==> src/rtl/mips32_pipe_pkg.sv <==
// Shared types and constants for the MIPS32 five-stage pipeline control logic:
// sequencing states, the opcodes the hazard logic decodes, and the NOP encoding.
package mips32_pipe_pkg;

  typedef enum logic [1:0] {
    RUN   = 2'd0,
    STALL = 2'd1,
    HALT  = 2'd2
  } pipe_state_e;

  localparam logic [5:0]  OP_RTYPE  = 6'h00;
  localparam logic [5:0]  OP_SW     = 6'h2B;
  localparam logic [5:0]  OP_BEQ    = 6'h04;
  localparam logic [5:0]  OP_BNE    = 6'h05;
  localparam logic [5:0]  OP_HLT    = 6'h3F;
  localparam logic [31:0] NOP_INSTR = 32'h0000_0000;

  // Only these formats read rt as a source; for everything else rt is a destination.
  function automatic logic op_reads_rt(input logic [5:0] op);
    return (op == OP_RTYPE) || (op == OP_SW) || (op == OP_BEQ) || (op == OP_BNE);
  endfunction

endpackage

==> src/rtl/pipe_hazard_ctrl_load_use_detect.sv <==
// Combinational load-use hazard detector: flags when the instruction in IF/ID
// reads the register that a load currently in EX is about to write.
module load_use_detect
  import mips32_pipe_pkg::*;
(
  input  logic [31:0] id_ir,
  input  logic        ex_is_load,
  input  logic [4:0]  ex_rt,
  output logic        hz
);

  logic [5:0] op;
  logic [4:0] rs;
  logic [4:0] rt;
  logic       rs_match;
  logic       rt_match;
  logic       unused_low_bits;

  assign op = id_ir[31:26];
  assign rs = id_ir[25:21];
  assign rt = id_ir[20:16];
  assign unused_low_bits = ^id_ir[15:0];

  assign rs_match = (ex_rt == rs);
  assign rt_match = (ex_rt == rt) && op_reads_rt(op);

  // r0 is hardwired to zero, so a load targeting it never creates a dependency.
  assign hz = ex_is_load && (ex_rt != 5'd0) && (rs_match || rt_match);

endmodule

==> src/rtl/pipe_hazard_ctrl.sv <==
// Pipeline sequencing controller: load-use stalls (LOAD_LAT bubbles), taken-branch
// flushes and HLT halting. Optional performance counters under PIPE_CTRL_PERF_EN.
module pipe_hazard_ctrl
  import mips32_pipe_pkg::*;
#(
  parameter int LOAD_LAT = 1
) (
  input  logic        clk,
  input  logic        rst_n,
  input  logic [31:0] id_ir,
  input  logic        ex_is_load,
  input  logic [4:0]  ex_rt,
  input  logic        ex_branch_taken,
  output logic        pc_we,
  output logic        if_id_we,
  output logic        if_id_flush,
  output logic        id_ex_bubble,
  output logic        halted
`ifdef PIPE_CTRL_PERF_EN
  ,
  output logic [31:0] stall_cycles,
  output logic [31:0] flush_count
`endif
);

  localparam logic [2:0] STALL_RELOAD = 3'(LOAD_LAT - 1);

  pipe_state_e state_q, state_d;
  logic [2:0]  cnt_q, cnt_d;
  logic        halted_q;
  logic        hz;
  logic        is_hlt;

  logic pc_we_c;
  logic if_id_we_c;
  logic if_id_flush_c;
  logic id_ex_bubble_c;

  load_use_detect u_load_use_detect (
    .id_ir      (id_ir),
    .ex_is_load (ex_is_load),
    .ex_rt      (ex_rt),
    .hz         (hz)
  );

  assign is_hlt = (id_ir[31:26] == OP_HLT);

  // NOTE: every signal driven here gets a default first, so no path through the
  // case/if tree can leave it unassigned and infer a latch.
  always_comb begin
    state_d        = state_q;
    cnt_d          = cnt_q;
    pc_we_c        = 1'b1;
    if_id_we_c     = 1'b1;
    if_id_flush_c  = 1'b0;
    id_ex_bubble_c = 1'b0;

    unique case (state_q)
      RUN: begin
        if (ex_branch_taken) begin
          if_id_flush_c  = 1'b1;
          id_ex_bubble_c = 1'b1;
        end else if (hz) begin
          pc_we_c        = 1'b0;
          if_id_we_c     = 1'b0;
          id_ex_bubble_c = 1'b1;
          if (LOAD_LAT > 1) begin
            state_d = STALL;
            cnt_d   = STALL_RELOAD;
          end
        end else if (is_hlt) begin
          pc_we_c        = 1'b0;
          if_id_we_c     = 1'b0;
          id_ex_bubble_c = 1'b1;
          state_d        = HALT;
        end
      end

      STALL: begin
        if (ex_branch_taken) begin
          // A taken branch squashes the dependent instruction, so the rest of the stall is moot.
          if_id_flush_c  = 1'b1;
          id_ex_bubble_c = 1'b1;
          state_d        = RUN;
          cnt_d          = 3'd0;
        end else begin
          pc_we_c        = 1'b0;
          if_id_we_c     = 1'b0;
          id_ex_bubble_c = 1'b1;
          cnt_d          = cnt_q - 3'd1;
          if (cnt_q == 3'd1) begin
            state_d = RUN;
          end
        end
      end

      HALT: begin
        pc_we_c        = 1'b0;
        if_id_we_c     = 1'b0;
        id_ex_bubble_c = 1'b1;
      end

      default: begin
        state_d = RUN;
        cnt_d   = 3'd0;
      end
    endcase
  end

  // NOTE: state registers use non-blocking assignments so every flop samples
  // the pre-edge value of every other flop, independent of statement order.
  always_ff @(posedge clk or negedge rst_n) begin
    if (!rst_n) begin
      state_q  <= RUN;
      cnt_q    <= 3'd0;
      halted_q <= 1'b0;
    end else begin
      state_q  <= state_d;
      cnt_q    <= cnt_d;
      halted_q <= (state_d == HALT);
    end
  end

  // While reset is held the pipeline is frozen and filled with NOPs.
  always_comb begin
    if (!rst_n) begin
      pc_we        = 1'b0;
      if_id_we     = 1'b0;
      if_id_flush  = 1'b1;
      id_ex_bubble = 1'b1;
    end else begin
      pc_we        = pc_we_c;
      if_id_we     = if_id_we_c;
      if_id_flush  = if_id_flush_c;
      id_ex_bubble = id_ex_bubble_c;
    end
  end

  assign halted = halted_q;

`ifdef PIPE_CTRL_PERF_EN
  logic [31:0] stall_cycles_q;
  logic [31:0] flush_count_q;

  always_ff @(posedge clk or negedge rst_n) begin
    if (!rst_n) begin
      stall_cycles_q <= 32'd0;
      flush_count_q  <= 32'd0;
    end else begin
      if (!pc_we && (state_q != HALT) && (stall_cycles_q != 32'hFFFF_FFFF)) begin
        stall_cycles_q <= stall_cycles_q + 32'd1;
      end
      if (if_id_flush && (flush_count_q != 32'hFFFF_FFFF)) begin
        flush_count_q <= flush_count_q + 32'd1;
      end
    end
  end

  assign stall_cycles = stall_cycles_q;
  assign flush_count  = flush_count_q;
`endif

endmodule
==> config.mk <==
export PLATFORM = sky130hd
export DESIGN_NAME = pipe_hazard_ctrl
export DESIGN_NICKNAME = d
export VERILOG_FILES = /design/src/rtl/mips32_pipe_pkg.sv /design/src/rtl/pipe_hazard_ctrl_load_use_detect.sv /design/src/rtl/pipe_hazard_ctrl.sv
export SDC_FILE = /design/constraint.sdc
export NUM_CORES = 1
export LEC_CHECK = 0
export ABC_AREA = 1
export CORE_MARGIN = 5
export CORE_UTILIZATION = 30
export DETAILED_ROUTE_END_ITERATION = 12
export PLACE_DENSITY = 0.68
export SLEW_MARGIN = 25
export SYNTH_ARGS = -nofsm -noshare
export SYNTH_HDL_FRONTEND = slang
export SYNTH_HIERARCHICAL = 1
export SYNTH_SLANG_ARGS = --single-unit
==> constraint.sdc <==
create_clock -name clk -period 2.1 [get_ports clk]
set_input_delay 0.525 -clock clk [delete_from_list [all_inputs] [get_ports clk]]
set_output_delay 0.525 -clock clk [all_outputs]
set_load 0.02 [all_outputs]
# --- Word-level counts from Yosys, hierarchy flattened ---
# Index checks and enable logic that the tools add are counted.
totals:
  reg_bits: 6
  input_bits: 41
  output_inout_bits: 5
  word_cells: 48
op_classes:
  n_addsub: 1
  n_eq_ne: 10
  n_mux: 21
  n_reduce_logical: 13
op_table:
  columns: ["cell", "count"]
  rows:
  - ["6-bit by 3-bit equality test with 1-bit output (second input constant)", 2]
  - ["6-bit equality test (second input constant)", 2]
  - ["1-bit two-way mux", 11]
  - ["5-bit equality test", 2]
  - ["2-bit two-way mux", 5]
  - ["6-bit zero test", 1]
  - ["2-bit one-hot mux with 3 select lines", 1]
  - ["3-bit one-hot mux with 2 select lines", 1]
  - ["2-bit OR reduction", 3]
  - ["5-bit nonzero test", 1]
  - ["2-bit equality test (second input constant)", 2]
  - ["1-bit logical OR", 4]
  - ["3-bit by 1-bit equality test with 1-bit output (second input constant)", 1]
  - ["1-bit logical AND", 3]
  - ["3-bit two-way mux", 1]
  - ["1-bit one-hot mux with 3 select lines", 1]
  - ["3-bit by 1-bit subtractor with 3-bit output (second input constant)", 1]
  - ["2-bit by 1-bit equality test with 1-bit output (second input constant)", 1]
  - ["2-bit zero test", 1]
  - ["1-bit one-hot mux with 2 select lines", 1]

# --- Depth between registers and ports, before layout ---
# Gate-level depths: netlist of the first run.
depth:
  word_depth: 11
  ltp_mapped: 15
  mapped_depth_nobuf: 15

# --- By module ---
# Netlist of the first run, hierarchy kept.
by_module_without_submodules:
  columns: ["mod", "instances", "cells_per_inst", "area_per_inst_um2", "seq_area_each_um2"]
  rows:
  - ["pipe_hazard_ctrl", 1, 61, 462.9, 150.1]
  - ["load_use_detect", 1, 63, 251.5, 0.0]

# --- Least setup slack after synthesis of the first run ---
# OpenSTA, ideal clock, no wires.
synth_timing:
  kind: "input -> output"
  startpoint: "input port ex_rt[1]"
  endpoint: "output port pc_we"
  arrival_ns: 1.744
  required_time_ns: 1.575
  slack_ns: -0.169
  stages: 11
  path_buffers: 1
  cell_sequence: "inv_1 -> o21ai_0 -> inv_1 -> nand2_1 -> nor2_1 -> nor2_1 -> nor2_1 -> inv_1 -> nand3_1 -> a31oi_1 -> buf_4"
synth_via:
  elab_chain_cells: 8
  word_cells_on_any_way: 11
  cone_classes: "2 x eq/ne; 4 x mux; 5 x reduce/logical"
synth_lines:
  columns: ["element", "line_no", "text"]
  rows:
  - ["from (decl)", "pipe_hazard_ctrl.sv:12", "input logic [4:0] ex_rt,"]
  - ["5-bit equality test", "pipe_hazard_ctrl_load_use_detect.sv:25", "assign rt_match = (ex_rt == rt) && op_reads_rt(op);"]
  - ["1-bit logical AND", "pipe_hazard_ctrl_load_use_detect.sv:25", null]
  - ["1-bit logical OR", "pipe_hazard_ctrl_load_use_detect.sv:28", "assign hz = ex_is_load && (ex_rt != 5'd0) && (rs_match || rt_match);"]
  - ["1-bit logical AND *", "pipe_hazard_ctrl_load_use_detect.sv:28", null]
  - ["via hz", "pipe_hazard_ctrl.sv:31", "logic hz;"]
  - ["1-bit two-way mux * (2 in a row)", null, null]
  - ["1-bit one-hot mux with 3 select lines *", null, null]
  - ["1-bit two-way mux *", null, null]
  - ["to (decl)", "pipe_hazard_ctrl.sv:14", "output logic pc_we,"]
# The timed path passes the listed nets; every way through them passes the cells marked *.

# --- Worst setup path after layout of the first run ---
layout_timing:
  startpoint: "input port id_ir[30]"
  endpoint: "output port pc_we"
layout_via:
  elab_chain_cells: 11
  word_cells_on_any_way: 16
  cone_classes: "4 x eq/ne; 5 x mux; 7 x reduce/logical"
layout_lines:
  columns: ["element", "line_no", "text"]
  rows:
  - ["from (decl)", "pipe_hazard_ctrl.sv:10", "input logic [31:0] id_ir,"]
  - ["6-bit equality test or 6-bit zero test (tied branches)", "mips32_pipe_pkg.sv:20", "return (op == OP_RTYPE) || (op == OP_SW) || (op == OP_BEQ) || (op == OP_BNE);"]
  - ["1-bit logical OR (2 in a row)", "mips32_pipe_pkg.sv:20", null]
  - ["1-bit logical OR *", "mips32_pipe_pkg.sv:20", null]
  - ["1-bit logical AND *", "pipe_hazard_ctrl_load_use_detect.sv:25", null]
  - ["1-bit logical OR *", "pipe_hazard_ctrl_load_use_detect.sv:28", null]
  - ["1-bit logical AND *", "pipe_hazard_ctrl_load_use_detect.sv:28", null]
  - ["via hz", "pipe_hazard_ctrl.sv:31", null]
  - ["1-bit two-way mux *", "pipe_hazard_ctrl.sv:63", "end else if (hz) begin"]
  - ["1-bit two-way mux *", "pipe_hazard_ctrl.sv:60", "if (ex_branch_taken) begin"]
  - ["1-bit one-hot mux with 3 select lines *", "pipe_hazard_ctrl.sv:58", "unique case (state_q)"]
  - ["1-bit two-way mux *", "pipe_hazard_ctrl.sv:126", "if (!rst_n) begin"]
# Marked as above.

==> results of run 1 <==
==> per-layer routing <==
| metal | up-vias | wire length, um | GRT usage [%] |
|---|---|---|---|
| li1 | 458 | - | - |
| met1 | 374 | 785 | 13.22 |
| met2 | 24 | 969 | 19.40 |
| met3 | 0 | 90 | 2.851 |
| met4 | 0 | 0 | 1.942 |
| met5 | - | 0 | 0 |
==> state kept, by name, summed over array words and instances, names as in the netlist <==
name	cells
state_q	2
halted	1
cnt_q	3
==> synthesized netlist by cell type <==
| master | n | share of area, % |
|---|---|---|
| o21bai_1 | 1 | 1.1 |
| buf_4 | 1 | 1.1 |
| nand3_1 | 3 | 2.1 |
| nand4_1 | 2 | 1.8 |
| a31oi_1 | 1 | 0.88 |
| nand2_1 | 43 | 23 |
| o21ai_0 | 4 | 2.8 |
| a21oi_1 | 1 | 0.70 |
| nand3b_1 | 1 | 1.1 |
| nand3_2 | 1 | 1.4 |
| inv_2 | 2 | 1.1 |
| nor2_2 | 2 | 1.8 |
| nor2_1 | 14 | 7.4 |
| o22ai_1 | 2 | 1.8 |
| xnor2_1 | 1 | 1.2 |
| dfrtp_1 | 6 | 21 |
| and2_1 | 1 | 0.88 |
| ha_1 | 7 | 12 |
| o21ai_1 | 2 | 1.4 |
| inv_1 | 28 | 15 |
| a21oi_2 | 1 | 1.2 |
==> cell type report <==
cell class	count	area [sq um]	share of cell area [%]
Clock buffer	3	22.52	1.877
Inverter	30	127.6	10.64
Multi-Input combinational cell	87	486.7	40.56
Sequential cell	6	150.1	12.51
Tap cell	28	35.03	2.920
Timing Repair Buffer	42	377.9	31.49
==> worst paths after layout <==
path,start,endpoint,slack [ns],cells past startpoint
setup / recovery,id_ir[30],pc_we,-0.13,12
hold / removal,cnt_q[2],cnt_q[2],0.57,2
setup reg to reg,state_q[1],state_q[0],0.78,7
hold reg to reg,cnt_q[2],cnt_q[2],0.57,2
max in group asynchronous,rst_n,state_q[0],1.37,2
min in group asynchronous,rst_n,cnt_q[2],0.60,2
==> cells by family (layout without fill, tap and decap cells) <==
family	Yosys count	count (layout)	share of synthesized area, %
AOI/OAI and AO/OA	12	12	9.808
DFF	6	6	21.02
adders and majority gates	7	7	12.26
xor gates and xnor gates	1	1	1.226
and+or+nand+nor	67	67	38.88
buffers and inverters	31	75	16.81
==> power groups by stage <==
| stage | Combinational, W | Sequential (W) | Clock (W) |
|---|---|---|---|
| global route | 0.000548 | 0.000191 | 0.000114 |
| finish | 0.000489 | 0.000182 | 0.000106 |
| detailed placement | 0.000473 | 0.000185 | 0 |
| global placement | 0.000467 | 0.000183 | 0 |
| floorplan | 0.000280 | 0.000196 | 0 |
| CTS | 0.000465 | 0.000184 | 0.000109 |
==> worst min-delay path, delay by kind of cell (launching register included) <==
family,cells,cell delay [ns]
AOI/OAI and AO/OA,1,0.06
xor gates and xnor gates,1,0.12
DFF,1,0.35
==> placed cells by master (no fill, tap or decap), types with 4 or more instances in the layout <==
cell and n:
buf_2 6, buf_6 12, buf_4 13, inv_4 4
nand2_1 38, inv_1 23, buf_8 4, nand2_2 5
nor2_1 13, ha_1 7, clkdlybuf4s50_1 4, dfrtp_1 6
==> metrics by stage <==
stage                     TNS (ns)  cell area, sq um
after global placement      -3.449              1137
final                      -0.3455              1200
after global routing       -0.7129              1200
after detailed placement    -3.410              1137
after CTS                  -0.3504              1119
after floorplan                  0             729.5
==> what timing repair did <==
action	4_1_cts	5_1_grt
pin swaps	28	27
endpoints found under the setup margin	4	4
resized for setup	114	29
endpoints found under the hold margin	0	0
setup buffers	0	1
==> results.toml, run 1 <==
[power]
intPower_w = 0.0004690
power_frac_comb_pct = 62.9
power.share.sequential_pct = 23.4
ir_drop_mv = 0.5330
finalPower_w = 0.0007777
power.switching_w = 0.0003087
p_leak_nw = 0.6554
p_clk_share_pct = 13.6
swShare_pct = 39.69
power_density_nw_per_um2 = 648.1

[clock_network]
cts_tree = "yes"
hold_buffers = 0
cts.htree.levels = 1
cts_buffer_depth = 2
root_buffer = "clkbuf_4"
cts_sinks = 6
cts_buffers = 3
clk_latency_ns = 0.25
clkTransAtPathRegs_ns = 0.05

[detailed_routing]
drt_wl_total_mm = 1.846
drtIter0Drc = 9
ant_nets = 0
via_count = 856
drc = 0
drt_pass1_iterations = 4
viasPerCell = 4.367
wire_per_inst_um = 9.418

[timing]
max_freq_ghz = 0.4489
rsz0062_at_grt = "true"
fin_crit_ns = 2.228
setup-violations-final = 3
slew_viol_final = 0
whs_ns = 0.5724
max_slew_margin_pct = 85.90
hold_viol = 0
worstMarginPinSlew_ns = 0.2108
fin_crit_sh_pct = 106.1
fin_worst_skew_ns = 0.006292
fin_ws_ns = -0.1278

[placed_design]
globalplace.congestion = 0.8695
place_ws_ns = -0.9891
portBuffers = 29
dp_cells = 192
hpwl_mm = 1.595

[yosys]
postSynthNetCount = 172
synthCells = 124
yosysSeqAreaShare_pct = 21.02
post_synth.cell_area_avg_sq_um = 5.762
yosys_register_bits = 6
yosysUniqueCellTypes = 21
yosys_warnings = 6
synth_area_sq_um = 714.4

[grt]
antenna_found_initial = 0
grtUsageTotal_pct = 10.92
grt_max_degree = 9
grt_pass1_wl_mm = 3.029
grt_pass1_vias = 802
grt_overflow_total = 0

[die]
num_io_pins = 46
fp.coreArea_sq_um = 2233
initial_utilization_pct = 31.99
die_h_um = 58.80
rows = 17
dieArea_sq_um = 3457
die_x_um = 58.80

[outcome]
status = "complete, but fails checks"
violations = "negative setup slack"

[setup_path]
path_max_fanout = 2
path_common_cell = "nor2_1"
crit_type = "in -> out"
cp-start-kind = "input port"
required_ns = 1.57
crit_path_end_kind = "output port"
cpPeakStageDelay_ns = 0.15
path_buf_inv = 4
worstPathCellList = "buf_2, o21bai_1, nor2_1, nand2_1, nor2_1, nor2_1, nor2_1, inv_1, buf_4, nand3_2, a31oi_4, buf_6"
cpMaxStageDelayCell = "o21bai_1"
crit_family = "simple AND/OR/NAND/NOR gates"
cp.arrival_ns = 1.70

[final_layout]
final_cells = 196
nets = 218
diodes = 0
final_util_pct = 53.73
drive_gt1_share_pct = 36.90
fill_cells = 218
area_growth_pct = 67.95

[worst_hold_path]
min_path_type = "reg -> reg"

[job]
maxCapViolations = 0
(Power assumes the default switching activity.)
==> run 2: changes to the inputs <==
--- a/config.mk
+++ b/config.mk
@@ -8,7 +8,9 @@
 export ABC_AREA = 1
 export CORE_MARGIN = 5
 export CORE_UTILIZATION = 30
+export CTS_CLUSTER_DIAMETER = 60
 export DETAILED_ROUTE_END_ITERATION = 12
+export GPL_ROUTABILITY_DRIVEN = 0
 export PLACE_DENSITY = 0.68
 export SLEW_MARGIN = 25
 export SYNTH_ARGS = -nofsm -noshare
==> results of run 2 <==
Same layout as run 1: the final DEF is identical, and so are final timing and power.
==> run 3: changes to the inputs <==
--- a/config.mk
+++ b/config.mk
@@ -11,6 +11,7 @@
 export CTS_CLUSTER_DIAMETER = 60
 export DETAILED_ROUTE_END_ITERATION = 12
 export GPL_ROUTABILITY_DRIVEN = 0
+export GPL_TIMING_DRIVEN = 1
 export PLACE_DENSITY = 0.68
 export SLEW_MARGIN = 25
 export SYNTH_ARGS = -nofsm -noshare
==> results of run 3 <==
Same layout as run 1: the final DEF is identical, and so are final timing and power.
